File: src/rtl/keypad_scanner.sv
// 4x4 matrix keypad scanner: walks a one-cold column drive, samples the rows,
// debounces a single pressed key and its release, and reports one code per press.
module keypad_scanner #(
    parameter int SCAN_DIV     = 100000,
    parameter int DEBOUNCE_CNT = 2000000
) (
    input  logic       clk,
    input  logic       rst,
    input  logic [3:0] row_in,
    output logic [3:0] col_out,
    output logic [3:0] key_code,
    output logic       key_valid,
    output logic       key_held
);

    localparam int DW = (SCAN_DIV > 1) ? $clog2(SCAN_DIV) : 1;
    localparam int BW = $clog2(DEBOUNCE_CNT);
    localparam logic [DW-1:0] DWELL_LAST = DW'(SCAN_DIV - 1);
    localparam logic [BW-1:0] DEB_LAST   = BW'(DEBOUNCE_CNT - 1);

    typedef enum logic [1:0] {SCAN, DEBOUNCE, PRESSED, RELEASE} state_t;

    state_t          state;
    logic [3:0]      row_meta, rs;
    logic [1:0]      idx;
    logic [DW-1:0]   dwell;
    logic [BW-1:0]   deb_cnt;
    logic [1:0]      lat_row;
    logic [3:0]      lat_pat;

    function automatic logic one_cold(input logic [3:0] v);
        return (v == 4'b1110) || (v == 4'b1101) || (v == 4'b1011) || (v == 4'b0111);
    endfunction

    function automatic logic [1:0] row_of(input logic [3:0] v);
        case (v)
            4'b1110: return 2'd0;
            4'b1101: return 2'd1;
            4'b1011: return 2'd2;
            default: return 2'd3;
        endcase
    endfunction

    function automatic logic [3:0] col_drive(input logic [1:0] c);
        return ~(4'b0001 << c);
    endfunction

    // Telephone-style layout: * and # sit either side of 0 on the bottom row
    function automatic logic [3:0] code_of(input logic [1:0] r, input logic [1:0] c);
        case ({r, c})
            4'h0: return 4'h1;  4'h1: return 4'h2;  4'h2: return 4'h3;  4'h3: return 4'hA;
            4'h4: return 4'h4;  4'h5: return 4'h5;  4'h6: return 4'h6;  4'h7: return 4'hB;
            4'h8: return 4'h7;  4'h9: return 4'h8;  4'hA: return 4'h9;  4'hB: return 4'hC;
            4'hC: return 4'hE;  4'hD: return 4'h0;  4'hE: return 4'hF;  default: return 4'hD;
        endcase
    endfunction

    always_ff @(posedge clk or negedge rst) begin
        if (!rst) begin
            state     <= SCAN;
            row_meta  <= 4'hF;
            rs        <= 4'hF;
            idx       <= 2'd0;
            dwell     <= '0;
            deb_cnt   <= '0;
            lat_row   <= 2'd0;
            lat_pat   <= 4'hF;
            col_out   <= 4'b1110;
            key_code  <= 4'h0;
            key_valid <= 1'b0;
            key_held  <= 1'b0;
        end else begin
            row_meta  <= row_in;
            rs        <= row_meta;
            key_valid <= 1'b0;
            case (state)
                SCAN: begin
                    if (dwell == DWELL_LAST) begin
                        dwell <= '0;
                        // Ghosting or multi-key rows are skipped, not guessed at
                        if (one_cold(rs)) begin
                            lat_row <= row_of(rs);
                            lat_pat <= rs;
                            deb_cnt <= '0;
                            state   <= DEBOUNCE;
                        end else begin
                            idx     <= idx + 2'd1;
                            col_out <= col_drive(idx + 2'd1);
                        end
                    end else begin
                        dwell <= dwell + DW'(1);
                    end
                end
                DEBOUNCE: begin
                    if (rs == lat_pat) begin
                        if (deb_cnt == DEB_LAST) begin
                            key_code  <= code_of(lat_row, idx);
                            key_valid <= 1'b1;
                            deb_cnt   <= '0;
                            state     <= PRESSED;
                        end else begin
                            deb_cnt <= deb_cnt + BW'(1);
                        end
                    end else begin
                        idx     <= idx + 2'd1;
                        col_out <= col_drive(idx + 2'd1);
                        dwell   <= '0;
                        state   <= SCAN;
                    end
                end
                PRESSED: begin
                    key_held <= 1'b1;
                    if (rs == 4'hF) begin
                        deb_cnt <= '0;
                        state   <= RELEASE;
                    end
                end
                default: begin
                    // Any bounce back to a closed contact restarts the release window
                    if (rs == 4'hF) begin
                        if (deb_cnt == DEB_LAST) begin
                            key_held <= 1'b0;
                            idx      <= idx + 2'd1;
                            col_out  <= col_drive(idx + 2'd1);
                            dwell    <= '0;
                            deb_cnt  <= '0;
                            state    <= SCAN;
                        end else begin
                            deb_cnt <= deb_cnt + BW'(1);
                        end
                    end else begin
                        deb_cnt <= '0;
                    end
                end
            endcase
        end
    end

endmodule

File: config.mk
export PLATFORM = sky130hd
export DESIGN_NAME = keypad_scanner
export DESIGN_NICKNAME = d
export VERILOG_FILES = /design/src/rtl/keypad_scanner.sv
export SDC_FILE = /design/constraint.sdc
export NUM_CORES = 1
export LEC_CHECK = 0
export ABC_AREA = 1
export CAP_MARGIN = 20
export CORE_MARGIN = 2
export CORE_UTILIZATION = 30
export DETAILED_ROUTE_END_ITERATION = 12
export PLACE_DENSITY = 0.42
export SLEW_MARGIN = 10
export SYNTH_ARGS = -nofsm -noshare
export SYNTH_HDL_FRONTEND = slang
export SYNTH_SLANG_ARGS = --single-unit
File: constraint.sdc
create_clock -name clk -period 3.7 [get_ports clk]
set_input_delay 0.555 -clock clk [delete_from_list [all_inputs] [get_ports clk]]
set_output_delay 0.555 -clock clk [all_outputs]
set_load 0.02 [all_outputs]
### Yosys cells after proc, flatten, opt, wreduce, memory -nomap -nowiden

Memories as Yosys holds them, arrays and structs flattened. A register that Yosys moved wholly into a read port is not among the register bits.
Cells that the tools add are included.

* add/sub/neg operators: 3
* equality and inequality tests: 17
* shifts and indexed selects: 1
* multiplexer cells: 39
* bitwise gates (word level): 3
* reduce and logical (&&, ||, !) cells: 18

Operator list (count)
* 21-bit two-way mux: 6
* 17-bit two-way mux: 4
* 21-bit one-hot mux with 3 select lines: 1
* 17-bit one-hot mux with 3 select lines: 1
* 2-bit two-way mux: 12
* 21-bit by 1-bit adder with 21-bit output (second input constant): 1
* 21-bit equality test (second input constant): 1
* 4-bit two-way mux: 5
* 2-bit one-hot mux with 3 select lines: 3
* 17-bit by 1-bit adder with 17-bit output (second input constant): 1
* 17-bit equality test (second input constant): 1
* 4-bit equality test (second input constant): 4
* 2-bit != test (second input constant): 6
* 4-bit one-hot mux with 3 select lines: 1
* 6-bit AND reduction: 2
* 3-bit AND reduction: 3
* 4-bit AND reduction: 2
* 3-bit nonzero test: 2
* 1-bit two-way mux: 5
* 4-bit by 3-bit equality test with 1-bit output (second input constant): 1
* 4-bit equality test: 1
* 4-bit NOT: 1
* 2-bit nonzero test: 2
* 4-bit nonzero test: 1
* other kinds (11): 14

* register bits: 62
* ROM bits: 64
* bits of input ports: 6
* output and inout port bits: 10
* logic and storage cells: 93
* memories: 1

Memory list
* (no name shown): depth 16, width 4, read ports 1, clocked after memory_dff 1, write ports 0, line 50 `case ({r, c})`

### Logic depth before layout (Yosys ltp)

* depth in word-level cells: 7
* depth in mapped cells: 13

### Worst setup path after synthesis

No wires, ideal clock.

* kind: flip-flop to flip-flop
* start: register dwell[0]
* end: register col_out[0]
* library setup time: 0.118 ns
* arrival time: 1.499 ns
* path slack: 2.083 ns
* cell stages (with the launch flop): 12
* period minus slack after synthesis: 1.617 ns
* cells stage by stage: dfrtp_1 -> ha_1 -> nand3_1 -> nor2_1 -> nand3_2 -> nand2_2 -> inv_1 -> nor2_2 -> nand3_2 -> buf_6 -> nand2_1 -> o21ai_2

* longest elaborated chain between the ends: 3

RTL lines
* start: declaration: line 26 `logic [DW-1:0] dwell;`
* start signal: assignment: line 91 `dwell <= dwell + DW'(1);`
* 17-bit equality test: line 78 `if (dwell == DWELL_LAST) begin`
* 2-bit != test (no line)
* 6-bit AND reduction (no line)
* end signal: assignment: line 88 `col_out <= col_drive(idx + 2'd1);`
* end signal: assignment: line 106 `col_out <= col_drive(idx + 2'd1);`
* end signal: assignment: line 124 `col_out <= col_drive(idx + 2'd1);`
* end: declaration: line 10 `output logic [3:0] col_out,`

No other way between the ends.
A chain may end at the register's enable or synchronous reset.

### Final worst setup path

* start: register state[0]
* end: register lat_row[0]

* longest elaborated chain between the ends: 2

RTL lines
* start: declaration: line 23 `state_t state;`
* start signal: assignment: line 60 `state <= SCAN;`
* start signal: assignment: line 85 `state <= DEBOUNCE;`
* start signal: assignment: line 100 `state <= PRESSED;`
* 2-bit zero test: line 76 `case (state)`
* 3-bit AND reduction (no line)
* end signal: assignment: line 82 `lat_row <= row_of(rs);`
* end: declaration: line 28 `logic [1:0] lat_row;`

No other way between the ends.

==> results_dict.tcl <==
set metrics [dict create \
    drtPass1Iterations 6 \
    p_per_area_nw_per_um2 352 \
    crit_chain "nor2_2 > inv_1 > nor2_1 > inv_1 > nor2_1 > o311ai_0 > nand2_1" \
    cp_slowest_cell "nor2_1" \
    clockRootBuffer "clkbuf_16" \
    slew_headroom 0.536 \
    die_width_um 119 \
    cts-hold-fix-buffers 0 \
    ant_nets 0 \
    synthesis.nets 544 \
    htreeDepth 3 \
    ys.flop_type "dfrtp_1" \
    layoutNonFillerInstCount 723 \
    cp_slowest_stage_delay_ns 0.50 \
    drv_cap 0 \
    fin_area_um2 4520 \
    nFillCells 1410 \
    wl_per_cell_um 12.8 \
    grt_pass1_wl_um 16200 \
    synth_most_common_cell "nand2_1" \
    setup_violations 0 \
    area_growth_pct 13.6 \
    ir_drop_mv 0.184 \
    arrival_ns 2.65 \
    io_buffers 15 \
    rows 42 \
    rsz0062_at_grt "no" \
    dieArea_um2 14200 \
    dp.cells 708 \
    postPlaceCellArea_um2 4240 \
    synth-seq-cells 66 \
    finClkSkew_ns 0.00555 \
    drc_errors 0 \
    synth_top_cells_by_area "dfrtp_1, nand2_1, dfstp_2, nand3_1, inv_1" \
    antenna_found_initial 0 \
    vias_per_cell 4.63 \
    path_buf_inv 2 \
    yosysSeqAreaShare 0.420 \
    ys_warn_count 0 \
    hp-class "in2async" \
    synth-edff-count 0 \
    cts.path.max_buffers 2 \
    synth_top_area_share 0.321 \
    die-height_um 119 \
    syn_area_per_cell_um2 7.51 \
    status "completed" \
    synth.distinct_cells 40 \
    hold_violations 0 \
    slew_violations 0 \
    cts_made_buffers 9 \
    post_cts_buffers 0 \
    tightest_slew_ns 0.696 \
    routabilityCongestion 0.807 \
    cp.required_ns 3.96 \
    grt_pass1_vias 3303 \
    synthTopCellsByCount "nand2_1, inv_1, nand3_1" \
    dp_hpwl_um 6730 \
    clock.fmax_ghz 0.418 \
    wl_um 9230 \
    overflow 0 \
    grt_max_degree 36 \
    grt_usage 0.141 \
    syn_area_um2 3980 \
    worst_setup_path_start_kind "flip-flop" \
    cts_sinks 66 \
    drt-initial-drc-count 225 \
    io_pins 16 \
    finalSetupTns_ns 0 \
    initial_core_util 0.304 \
    fin_crit_sh 0.647 \
    synth.largest_area_cell "dfrtp_1" \
    period_needed_ns 2.39 \
    clkLatencyLatePin_ns 0.33 \
    diodes 0 \
    synthArstFlopShare 1.00 \
    drive_gt1_frac 0.150 \
    path_class "reg2reg" \
    vias 3346 \
    end_kind "flip-flop" \
    p_leak_nw 2.05 \
    cts_resized 0 \
    finalNetCount 557 \
    tritoncts "done" \
    postSynthCellCount 530 \
    path_max_fanout 11 \
    coreArea_um2 13100 \
    path_clk_slew_ns 0.06 \
    critical_path.top_delay_family "simple AND/OR/NAND/NOR gates" \
]
## report_power, final
group | total [mW] | leakage, nW | internal, mW | switching, mW
logic | 0.0354 | 1.06 | 0.00988 | 0.0255
registers | 0.735 | 0.855 | 0.731 | 0.00415
clock network | 0.820 | 0.138 | 0.504 | 0.316
total | 1.59 | 2.05 | 1.24 | 0.345
## worst register-to-register path, stage by stage (launching register included)
cell,delay [ns]
dfrtp_1,0.47
nor2_2,0.28
inv_1,0.24
nor2_1,0.23
inv_1,0.07
nor2_1,0.50
o311ai_0,0.40
nand2_1,0.13
## path summary, 6_finish.rpt
check / startpoint / slack, ns / endpoint / cells past startpoint
max reg2reg: state[0]$_DFFE_PN0P_ / 1.31 / lat_row[0]$_DFFE_PN0P_ / 7
min in group clk: row_meta[2]$_DFF_PN1_ / 0.36 / rs[2]$_DFF_PN1_ / 0
min reg2reg: row_meta[2]$_DFF_PN1_ / 0.36 / rs[2]$_DFF_PN1_ / 0
min: rst / 0.27 / idx[0]$_DFFE_PN0P_ / 1
max: state[0]$_DFFE_PN0P_ / 1.31 / lat_row[0]$_DFFE_PN0P_ / 7
max in group asynchronous: rst / 2.62 / col_out[2]$_DFFE_PN1P_ / 2
## kinds of logic after synthesis
| logic type | Yosys count | share of synthesized area |
|---|---|---|
| DFF | 66 | 0.420 |
| xor gates and xnor gates | 6 | 0.0132 |
| adders and majority gates | 8 | 0.0252 |
| and+or+nand+nor | 297 | 0.347 |
| buffers and inverters | 85 | 0.0965 |
| AOI/OAI and AO/OA | 68 | 0.0984 |
## layout by cell type (no fill, tap or decap), types with 3 or more instances in the layout
cell,count
inv_2,7
nor3_2,3
nand4_1,11
nand3_2,4
nor2_1,48
nand3_1,52
o21ai_1,5
o21ai_0,29
inv_1,62
dfstp_2,15
or2_2,3
clkdlybuf4s50_1,14
xor2_1,6
nand2_1,136
dfrtp_1,51
nor2_2,9
nor3_1,11
a21oi_1,17
o21ai_2,5
nand2_2,11
clkbuf_16,9
ha_1,8
clkbuf_8,3
## state kept, by name, summed over array words and instances (netlist names)
register	cells
idx	2
key_held	1
lat_row	2
col_out	4
row_meta	4
rs	4
dwell	17
deb_cnt	21
state	2
lat_pat	4
key_valid	1
key_code	4
## per-stage QoR
stage          setup slack [ns]   util  power [mW]  hold WS [ns]
2_1_floorplan              2.08      -       0.759         0.259
3_3_place_gp               1.32  0.324       0.785         0.348
3_5_place_dp               1.28  0.324       0.785         0.348
4_1_cts                    1.26  0.346        1.62         0.281
5_1_grt                    1.05  0.346        1.66         0.307
6_report                   1.31  0.346        1.59         0.270
## cell type report
class,instances,area (µm²),area share
repair buffers,17,160,0.0354
well taps,176,220,0.0487
clock buffers,13,270,0.0598
clock inverters,2,12.5,0.00277
flip-flops and latches,66,1670,0.369
inverters,70,263,0.0581
multi-input cells,379,1930,0.426
## per-layer routing
layer,track usage,part of all wire,up-vias
met5,0,0,-
li1,-,-,1733
met2,0.231,0.47,57
met4,0.0461,0.014,0
met1,0.184,0.49,1544
met3,0.0335,0.033,12
No activity file was read; power rests on OpenSTA's default activity.
